File: config.mk
export PLATFORM = sky130hd
export DESIGN_NAME = reg_writeback_queue
export DESIGN_NICKNAME = d
export VERILOG_FILES = /design/src/rtl/reg_writeback_queue.sv
export SDC_FILE = /design/constraint.sdc
export NUM_CORES = 1
export LEC_CHECK = 0
export CAP_MARGIN = 20
export CELL_PAD_IN_SITES_DETAIL_PLACEMENT = 1
export CELL_PAD_IN_SITES_GLOBAL_PLACEMENT = 1
export CORE_AREA = 10 10 194 196
export DETAILED_ROUTE_END_ITERATION = 7
export DIE_AREA = 0 0 204 206
export PLACE_DENSITY = 0.87
export SLEW_MARGIN = 10
export SYNTH_ARGS = -nofsm -noshare
export SYNTH_HDL_FRONTEND = slang
export SYNTH_SLANG_ARGS = --single-unit
File: constraint.sdc
create_clock -name CLK -period 5.95 [get_ports CLK]
set_input_delay 0.8925 -clock CLK [delete_from_list [all_inputs] [get_ports CLK]]
set_output_delay 0.8925 -clock CLK [all_outputs]
set_load 0.1 [all_outputs]
File: src/rtl/reg_writeback_queue.sv
// Write-back queue in front of the register file write port: merges ALU and
// load results in program order, drains one per free cycle, and forwards pending values.
module reg_writeback_queue #(
  parameter int DEPTH      = 4,
  parameter int DATA_WIDTH = 32,
  parameter int ADDR_WIDTH = 5
) (
  input  logic                    CLK,
  input  logic                    RST,
  input  logic                    ALU_VALID,
  input  logic [ADDR_WIDTH-1:0]   ALU_ADDR,
  input  logic [DATA_WIDTH-1:0]   ALU_DATA,
  output logic                    ALU_READY,
  input  logic                    MEM_VALID,
  input  logic [ADDR_WIDTH-1:0]   MEM_ADDR,
  input  logic [DATA_WIDTH-1:0]   MEM_DATA,
  output logic                    MEM_READY,
  input  logic                    RF_BUSY,
  output logic                    WRITE,
  output logic [ADDR_WIDTH-1:0]   ADDR_W,
  output logic [DATA_WIDTH-1:0]   DATA_W,
  input  logic [ADDR_WIDTH-1:0]   ADDR_R1,
  input  logic [ADDR_WIDTH-1:0]   ADDR_R2,
  output logic                    HIT_R1,
  output logic                    HIT_R2,
  output logic [DATA_WIDTH-1:0]   FWD_R1,
  output logic [DATA_WIDTH-1:0]   FWD_R2,
  output logic [$clog2(DEPTH):0]  COUNT
);

  localparam int PTR_W = $clog2(DEPTH);
  localparam int CNT_W = PTR_W + 1;

  logic [ADDR_WIDTH-1:0] q_addr [DEPTH];
  logic [DATA_WIDTH-1:0] q_data [DEPTH];
  logic [PTR_W-1:0]      head;
  logic [PTR_W-1:0]      tail;
  logic [PTR_W-1:0]      alu_slot;
  logic [CNT_W-1:0]      free;
  logic [CNT_W-1:0]      n_push;
  logic                  mem_acc;
  logic                  alu_acc;
  logic                  mem_push;
  logic                  alu_push;
  logic                  drain;

  // Space is judged from the registered count only; a same-cycle drain frees nothing.
  assign free      = CNT_W'(DEPTH) - COUNT;
  assign MEM_READY = !RST && (free >= CNT_W'(1));
  assign ALU_READY = !RST && (MEM_VALID ? (free >= CNT_W'(2)) : (free >= CNT_W'(1)));

  assign mem_acc  = MEM_VALID && MEM_READY;
  assign alu_acc  = ALU_VALID && ALU_READY;
  assign mem_push = mem_acc && (MEM_ADDR != '0);
  assign alu_push = alu_acc && (ALU_ADDR != '0);
  assign drain    = (COUNT != '0) && !RF_BUSY;
  assign alu_slot = tail + PTR_W'(mem_push);
  assign n_push   = CNT_W'(mem_push) + CNT_W'(alu_push);

  always_ff @(posedge CLK) begin
    if (RST) begin
      head   <= '0;
      tail   <= '0;
      COUNT  <= '0;
      WRITE  <= 1'b0;
      ADDR_W <= '0;
      DATA_W <= '0;
    end else begin
      // Load result is older than a same-cycle ALU result, so it takes the first slot.
      if (mem_push) begin
        q_addr[tail] <= MEM_ADDR;
        q_data[tail] <= MEM_DATA;
      end
      if (alu_push) begin
        q_addr[alu_slot] <= ALU_ADDR;
        q_data[alu_slot] <= ALU_DATA;
      end
      tail  <= tail + PTR_W'(n_push);
      WRITE <= drain;
      if (drain) begin
        ADDR_W <= q_addr[head];
        DATA_W <= q_data[head];
        head   <= head + PTR_W'(1);
      end
      COUNT <= COUNT + n_push - CNT_W'(drain);
    end
  end

  // Oldest candidate first so the youngest match is the last one kept.
  function automatic logic [DATA_WIDTH:0] lookup(input logic [ADDR_WIDTH-1:0] a);
    logic [DATA_WIDTH:0] r;
    logic [PTR_W-1:0]    idx;
    r = '0;
    if (WRITE && (ADDR_W == a)) r = {1'b1, DATA_W};
    for (int i = 0; i < DEPTH; i++) begin
      idx = head + PTR_W'(i);
      if ((CNT_W'(i) < COUNT) && (q_addr[idx] == a)) r = {1'b1, q_data[idx]};
    end
    if (RST || (a == '0)) r = '0;
    return r;
  endfunction

  always_comb begin
    {HIT_R1, FWD_R1} = lookup(ADDR_R1);
    {HIT_R2, FWD_R2} = lookup(ADDR_R2);
  end

endmodule

**After elaboration in Yosys (flattened, before gate mapping)**

Memories as Yosys holds them, arrays and structs flattened. A register that Yosys moved wholly into a read port is not among the register bits.
Cells that the tools add are included.
W data, S select, Z words.

- Div/mod/pow operators: 0
- Reductions and logical operators: 26
- Shifts and indexed selects: 0
- Equality and inequality tests: 10
- Add/sub/neg operators: 9
- Multipliers: 0
- Bitwise gates (word level): 0
- Mux-type cells: 23
- $lt $le $gt $ge: 6

Operators with widths:

| cell | number |
|---|---|
| $mux W33 | 12 |
| $eq A5 B5 Y1 | 10 |
| $logic_and A1 B1 Y1 | 17 |
| $logic_not A5 Y1 | 2 |
| $reduce_bool A5 Y1 | 2 |
| $mux W2 | 4 |
| $mux W1 | 7 |
| $lt A1 B3 Y1 const A | 2 |
| $lt A2 B3 Y1 const A | 2 |
| $add A2 B2 Y2 const B | 2 |
| $add A3 B2 Y3 | 1 |
| $ge A3 B1 Y1 const B | 1 |
| $ge A3 B2 Y1 const B | 1 |
| $reduce_bool A3 Y1 | 1 |
| $sub A3 B1 Y3 | 1 |
| $sub A3 B3 Y3 const A | 1 |
| $add A1 B1 Y2 | 1 |
| $add A2 B1 Y2 | 1 |
| $add A2 B1 Y2 const B | 1 |
| $add A2 B2 Y2 | 1 |
| $logic_not A1 Y1 | 2 |
| $logic_or A1 B1 Y1 | 2 |

- Bits in latches: 0
- Bits in writable memories: 148
- Logic and storage cells: 82
- Output and inout port bits: 109
- Input port bits: 89
- Register bits: 45
- Memories: 2
- Bits in read-only memories: 0

Memory list:

| memory | words | width | rd ports | clocked after memory_dff | wr ports | RTL line | text |
|---|---|---|---|---|---|---|---|
| q_data | 4 | 32 | 4 | 1 | 2 | 35 | `logic [DATA_WIDTH-1:0] q_data [DEPTH];` |
| q_addr | 4 | 5 | 4 | 1 | 2 | 34 | `logic [ADDR_WIDTH-1:0] q_addr [DEPTH];` |

**Longest topological paths before layout**

Gate-level depths: netlist of the first run.

- Depth in word-level cells: 9
- Mapped depth: 15
- Mapped depth without buffers: 15

**Worst setup path before layout of the first run**

No wires, ideal clock.

- Path kind: flip-flop to flip-flop
- Start point: register COUNT[0]
- End point: memory q_addr[0][0] (enable)
- Library setup time: 483 ps
- Buffers on the path: 0
- Slack: -1,068 ps
- Required time: 5,467 ps
- Arrival: 6,535 ps
- Stages on the path, launching flop included: 9
- Period minus slack after synthesis: 7,018 ps
- Cell sequence: dfxtp_1 -> inv_1 -> ha_1 -> ha_1 -> nor2b_1 -> a21oi_1 -> o311a_1 -> nand2b_1 -> o21ai_0

RTL lines:

| element | RTL line | text |
|---|---|---|
| start, declared | 28 | `output logic [$clog2(DEPTH):0] COUNT` |
| start signal, assigned | 85 | `COUNT <= COUNT + n_push - CNT_W'(drain);` |
| end, declared | 34 |  |

**Final worst setup path of the first run**

- Start point: input port ADDR_R2[3]
- End point: output port FWD_R2[2]

- Word-level cells in the longest chain between the ends: 8
- Elaborated cells on any way between the ends: 18
- Classes of those cells: eq/ne: 5; mux: 6; reduce/logical: 7

RTL lines:

| element | RTL line | text |
|---|---|---|
| start, declared | 23 | `input logic [ADDR_WIDTH-1:0] ADDR_R2,` |
| $eq A5 B5 Y1 | 94 | `if (WRITE && (ADDR_W == a)) r = {1'b1, DATA_W};` |
| $logic_and A1 B1 Y1 | 94 |  |
| $mux W33 | 94 |  |
| $mux W33 (4 in a row) | 97 | `if ((CNT_W'(i) < COUNT) && (q_addr[idx] == a)) r = {1'b1, q_data[idx]};` |
| $mux W33 * | 99 | `if (RST \|\| (a == '0)) r = '0;` |
| end, declared | 27 | `output logic [DATA_WIDTH-1:0] FWD_R2,` |

Mark *: on every way between the ends. The rest lies on a longest branch, timed or not.

==> results of run 1 <==
==> registers in the layout, summed over array words and instances (netlist names), named ones only <==
| register | cells |
|---|---|
| ADDR_W | 5 |
| COUNT | 3 |
| DATA_W | 32 |
| WRITE | 1 |
| head | 2 |
| q_addr | 20 |
| q_data | 128 |
| tail | 2 |
==> worst min-delay path, delay by kind of cell, from the launching register on <==
| family | cells | cell delay [ps] |
|---|---|---|
| AO/OA/AOI/OAI | 1 | 50 |
| AND/OR/NAND/NOR | 1 | 70 |
| flip-flops | 1 | 350 |
==> report_power, final <==
part	switching, mW	internal [mW]
Clock	0.539	0.625
Combinational	2.63	1.46
Sequential	0.292	1.81
==> kinds of logic (layout without fill, tap and decap cells) <==
logic type	Yosys count	in the layout	share of synthesized area
buf+inv	148	273	0.05168
flops	195	195	0.3599
other cells	0	4	0
mux	296	296	0.2838
compound gates	311	311	0.1732
xor+xnor	58	58	0.03596
simple gates	273	273	0.08579
fa+ha+maj	11	11	0.009700
==> layout make-up <==
class,count,share of cell area
multi-input combinational,949,0.4961
sequential,195,0.2999
timing repair buffer,230,0.1382
tap,455,0.03163
clock buffer,21,0.02503
clock inverter,10,0.006118
inverter,12,0.002503
antenna,4,0.0005561
==> placed cells by master, fill, tap and decap left out, types with 33 or more instances in the layout <==
cell type / n
buf_12: 35
nor2_1: 43
buf_4: 64
clkdlybuf4s50_1: 130
edfxtp_1: 148
nand2_1: 122
mux4_2: 82
a2bb2oi_1: 64
o31ai_1: 36
dfxtp_1: 43
xnor2_1: 33
a221oi_1: 35
a21oi_1: 61
mux2_2: 180
o21ai_0: 33
==> path summary, 6_finish.rpt <==
kind                                       to  slack, ps  startpoint
worst max-delay path                FWD_R2[2]        910  ADDR_R2[3]
worst min-delay path                DATA_W[2]        510   DATA_W[2]
worst max register to register  q_data[3][18]       2000    COUNT[0]
worst min register to register      DATA_W[2]        510   DATA_W[2]
==> through the flow <==
stage	setup slack (ps)	total power [mW]	instance area, µm²
floorplan	319.0	5.055	14970
global placement	972.3	6.019	17430
detailed placement	913.6	6.157	17430
CTS	911.7	7.331	17990
global route	687.1	7.648	17990
finish	913.6	7.358	18000
==> per-layer routing <==
layer	global-route usage	part of all wire	vias up
met3	0.05047	0.075	153
li1	-	-	5346
met2	0.4534	0.50	634
met4	0.1219	0.038	4
met1	0.3136	0.39	6500
met5	0	0.00045	-
==> flow_metrics.env, run 1 <==
export IMPL_synth_flop_cell="edfxtp_1"
export IMPL_cts_resized=0
export IMPL_cts_hold_buf=0
export IMPL_finClkSkew_ps=10.97
export IMPL_drt_total_wl_um=55800
export IMPL_synth_top_area_cell="edfxtp_1"
export IMPL_final_nets=1505
export IMPL_die_w_um=204
export IMPL_io_pins=198
export IMPL_ir_drop_mv=0.2398
export IMPL_initial_core_util=0.4408
export IMPL_rsz0062_at_grt="no"
export IMPL_final_util=0.5302
export IMPL_seqCellArea_mm2=0.005398
export IMPL_grt_pass1_wl_um=85230
export IMPL_clkLatencyLatePin_ps=460
export IMPL_critPathLaunchType="input pin"
export IMPL_grt_start_max_net_pins=61
export IMPL_setup_viol=0
export IMPL_setup_tns_ps=0
export IMPL_synth_edf_count=148
export IMPL_routedWlPerCell_um=29.74
export IMPL_path_cells="clkdlybuf4s50_1 > xor2_1 > nor4_1 > nand3_1 > o21ba_2 > buf_4 > a221oi_1 > o31ai_1 > buf_4"
export IMPL_synth_fp_nets=1392
export IMPL_multiInputGateArea_mm2=0.008929
export IMPL_avgViaCountPerCell=6.736
export IMPL_dpl_cell_count=1841
export IMPL_ys_types=51
export IMPL_whs_ps=509.6
export IMPL_crit_slowest_cell="o21ba_2"
export IMPL_vias=12640
export IMPL_synth_top_area_share=0.2970
export IMPL_tightest_slew_ps=1093
export IMPL_crit_family="buffers and inverters"
export IMPL_synth_area_per_cell_um2=11.58
export IMPL_cap_violations=0
export IMPL_critPathRequiredTime_ps=5060
export IMPL_yosys_top_cells_area="edfxtp_1 (30%), mux2_2 (14%), mux4_2 (12%)"
export IMPL_dieArea_mm2=0.04202
export IMPL_cts_tree="built"
export IMPL_maxSlewViolCount=0
export IMPL_die_height_um=206
export IMPL_synth_seq_cells=195
export IMPL_crit_arrival_ps=4140
export IMPL_cts_buffers=17
export IMPL_synthesis_area_mm2=0.01496
export IMPL_io_buffer_count=197
export IMPL_cts_setup_buffers=0
export IMPL_grt_antenna_before_repair=5
export IMPL_min_path_cells=2
export IMPL_gp_congestion=0.8866
export IMPL_r2r_cells=11
export IMPL_ant_nets=0
export IMPL_first_pass_iters=7
export IMPL_cp_common_cell="buf_4"
export IMPL_clkTransAtPathRegs_ps=70
export IMPL_netlist_top_cells_count="mux2_2 (180), edfxtp_1 (148), nand2_1 (123)"
export IMPL_finalNonFillerCells=1876
export IMPL_globalRouteTotalUtil=0.2635
export IMPL_rows=68
export IMPL_ys_warn_count=0
export IMPL_min_path_type="flop to flop"
export IMPL_synthCells=1292
export IMPL_core_mm2=0.03395
export IMPL_critical_path_buf_inv_count=3
export IMPL_end_kind="output port"
export IMPL_worst_path_max_fanout=19
export IMPL_fmax_mhz=198.6
export IMPL_n_fill_cell=3479
export IMPL_clock_sinks=195
export IMPL_worstSetupPathType="input pin to output port"
export IMPL_htreeDepth=4
export IMPL_ctsLongestPathBuffers=2
export IMPL_drt_iter0_markers=1148
export IMPL_async_flop_share=0
export IMPL_max_stage_delay_ps=720
export IMPL_gr_total_overflow=0
export IMPL_grt_pass1_vias=13660
export IMPL_p_leak_nw=5.799
export IMPL_dp_hpwl_um=36130
export IMPL_yosys_cell_count_top_type="mux2_2"
export IMPL_ys_seq_area_frac=0.3599
export IMPL_post_route_period_util=0.8465
export IMPL_drcViolationCount=0
export IMPL_cts_root_buf="clkbuf_16"
export IMPL_p_per_area_mw_per_mm2=408.8
export IMPL_fin_crit_ps=5036
export IMPL_hold_viol=0
export IMPL_drive_gt1_frac=0.3472
export IMPL_relSlewSlack=0.2693
export IMPL_synthToLayoutAreaGrowth_pct=20.29
export IMPL_status="completed"
export IMPL_crit_cells=9
Note: power is estimated with default switching activity, not from simulation.
==> run 2, diff against run 1 <==
==> constraint.sdc (replaced) <==
create_clock -name CLK -period 5.15 [get_ports CLK]
set_input_delay 0.7725 -clock CLK [delete_from_list [all_inputs] [get_ports CLK]]
set_output_delay 0.7725 -clock CLK [all_outputs]
set_load 0.1 [all_outputs]
==> flow_metrics.env, run 2 (synthesized netlist as in run 1, its figures left out) <==
export IMPL_status="completed"
export IMPL_cts_setup_buffers=0
export IMPL_synthToLayoutAreaGrowth_pct=24.99
export IMPL_vias=12750
export IMPL_first_pass_iters=5
export IMPL_clkTransAtPathRegs_ps=70
export IMPL_cap_violations=0
export IMPL_die_w_um=204
export IMPL_initial_core_util=0.4408
export IMPL_post_route_period_util=0.9348
export IMPL_grt_antenna_before_repair=5
export IMPL_gr_total_overflow=0
export IMPL_largest_register="q_data"
export IMPL_maxSlewViolCount=0
export IMPL_io_buffer_count=197
export IMPL_rows=68
export IMPL_seqCellArea_mm2=0.005398
export IMPL_tightest_slew_ps=1074
export IMPL_final_common_cell="mux2_2"
export IMPL_crit_arrival_ps=4040
export IMPL_dpl_cell_count=1842
export IMPL_core_mm2=0.03395
export IMPL_largest_reg_flops=128
export IMPL_p_leak_nw=6.028
export IMPL_cts_root_buf="clkbuf_16"
export IMPL_grt_pass1_vias=13720
export IMPL_worst_path_max_fanout=82
export IMPL_max_stage_delay_ps=780
export IMPL_clkLatencyLatePin_ps=460
export IMPL_avgViaCountPerCell=6.777
export IMPL_p_per_area_mw_per_mm2=466.5
export IMPL_cp_common_cell="buf_4"
export IMPL_drive_gt1_frac=0.3734
export IMPL_n_fill_cell=3381
export IMPL_cts_buffers=17
export IMPL_fin_crit_ps=4814
export IMPL_gp_congestion=0.8566
export IMPL_hold_viol=0
export IMPL_multiInputGateArea_mm2=0.009084
export IMPL_io_pins=198
export IMPL_end_kind="output port"
export IMPL_drcViolationCount=0
export IMPL_grt_start_max_net_pins=83
export IMPL_routedWlPerCell_um=29.94
export IMPL_ir_drop_mv=0.2659
export IMPL_globalRouteTotalUtil=0.2647
export IMPL_dieArea_mm2=0.04202
export IMPL_ant_nets=0
export IMPL_rsz0062_at_grt="no"
export IMPL_die_height_um=206
export IMPL_reg_largest_list="q_data x128, DATA_W x32, q_addr x20"
export IMPL_cts_tree="built"
export IMPL_finClkSkew_ps=12.21
export IMPL_setup_tns_ps=0
export IMPL_drt_total_wl_um=56310
export IMPL_fmax_mhz=207.7
export IMPL_relSlewSlack=0.2816
export IMPL_cts_resized=0
export IMPL_setup_viol=0
export IMPL_finalNonFillerCells=1881
export IMPL_clock_sinks=195
export IMPL_min_path_type="flop to flop"
export IMPL_crit_slowest_cell="buf_4"
export IMPL_final_cell_mix="mux2_2 (180), edfxtp_1 (148), clkdlybuf4s50_1 (130), nand2_1 (122), mux4_2 (82)"
export IMPL_grt_pass1_wl_um=85140
export IMPL_critPathLaunchType="flop"
export IMPL_path_cells="buf_4 > inv_2 > buf_4 > or2_2 > a21o_1 > nor3_1 > o31ai_2 > buf_12"
export IMPL_drt_iter0_markers=1213
export IMPL_htreeDepth=4
export IMPL_critPathRequiredTime_ps=4380
export IMPL_dp_hpwl_um=37630
export IMPL_worstSetupPathType="flop to output port"
export IMPL_cts_hold_buf=0
export IMPL_final_nets=1509
export IMPL_ctsLongestPathBuffers=2
## run 2: changes by cell type in the layout (fill, tap and decap cells not counted), sizes merged
cell,change
bufinv,-1
clkinvlp,-1
buf,+4
clkinv,-2
inv,+5
## run 2: path summary, 6_finish.rpt
kind	startpoint	cells after the start	to	slack, ps
worst max register to register	COUNT[0]	11	q_data[0][22]	1490
worst max-delay path	head[1]	8	FWD_R1[23]	340
worst min register to register	DATA_W[0]	2	DATA_W[0]	510
worst min-delay path	DATA_W[0]	2	DATA_W[0]	510
## run 2: report_power, final
part | switching [mW] | internal [mW] | total (mW)
logic | 3.09 | 1.79 | 4.88
clock network | 0.661 | 0.734 | 1.40
registers | 0.354 | 2.09 | 2.45
total | 4.11 | 4.62 | 8.72
## run 2: worst max-delay path: cells and delay by family, from the launching register on
family	cells	cell delay (ps)
flip-flops	1	610
buffers and inverters	4	1890
AO/OA/AOI/OAI	2	350
AND/OR/NAND/NOR	2	630
## run 2: cell type report
class	instances	share of cell area
sequential	195	0.2886
clock buffer	21	0.02576
inverter	12	0.002409
timing repair buffer	234	0.1604
multi-input combinational	949	0.4857
tap	455	0.03044
clock inverter	11	0.006088
antenna	4	0.0005352
## run 2: per-layer routing
| metal | track usage | up-vias | wire length, µm |
|---|---|---|---|
| li1 | - | 5355 | - |
| met1 | 0.3133 | 6521 | 21920 |
| met2 | 0.4555 | 707 | 28450 |
| met3 | 0.05643 | 160 | 4105 |
| met4 | 0.1169 | 4 | 1814 |
| met5 | 0 | - | 20 |
## run 2: stage by stage
stage | cell area (µm²) | power [mW] | util | hold WS, ps | setup slack (ps)
finish | 18700 | 8.725 | 0.5509 | 507.6 | 335.8
global route | 18700 | 9.059 | 0.5508 | 531.4 | 171.1
CTS | 18620 | 8.651 | 0.5486 | 505.6 | 280.0
detailed placement | 18030 | 7.257 | 0.5311 | 495.1 | 536.6
global placement | 18030 | 7.066 | 0.5311 | 477.9 | 605.4
floorplan | 15140 | 5.857 | - | 601.1 | 52.11
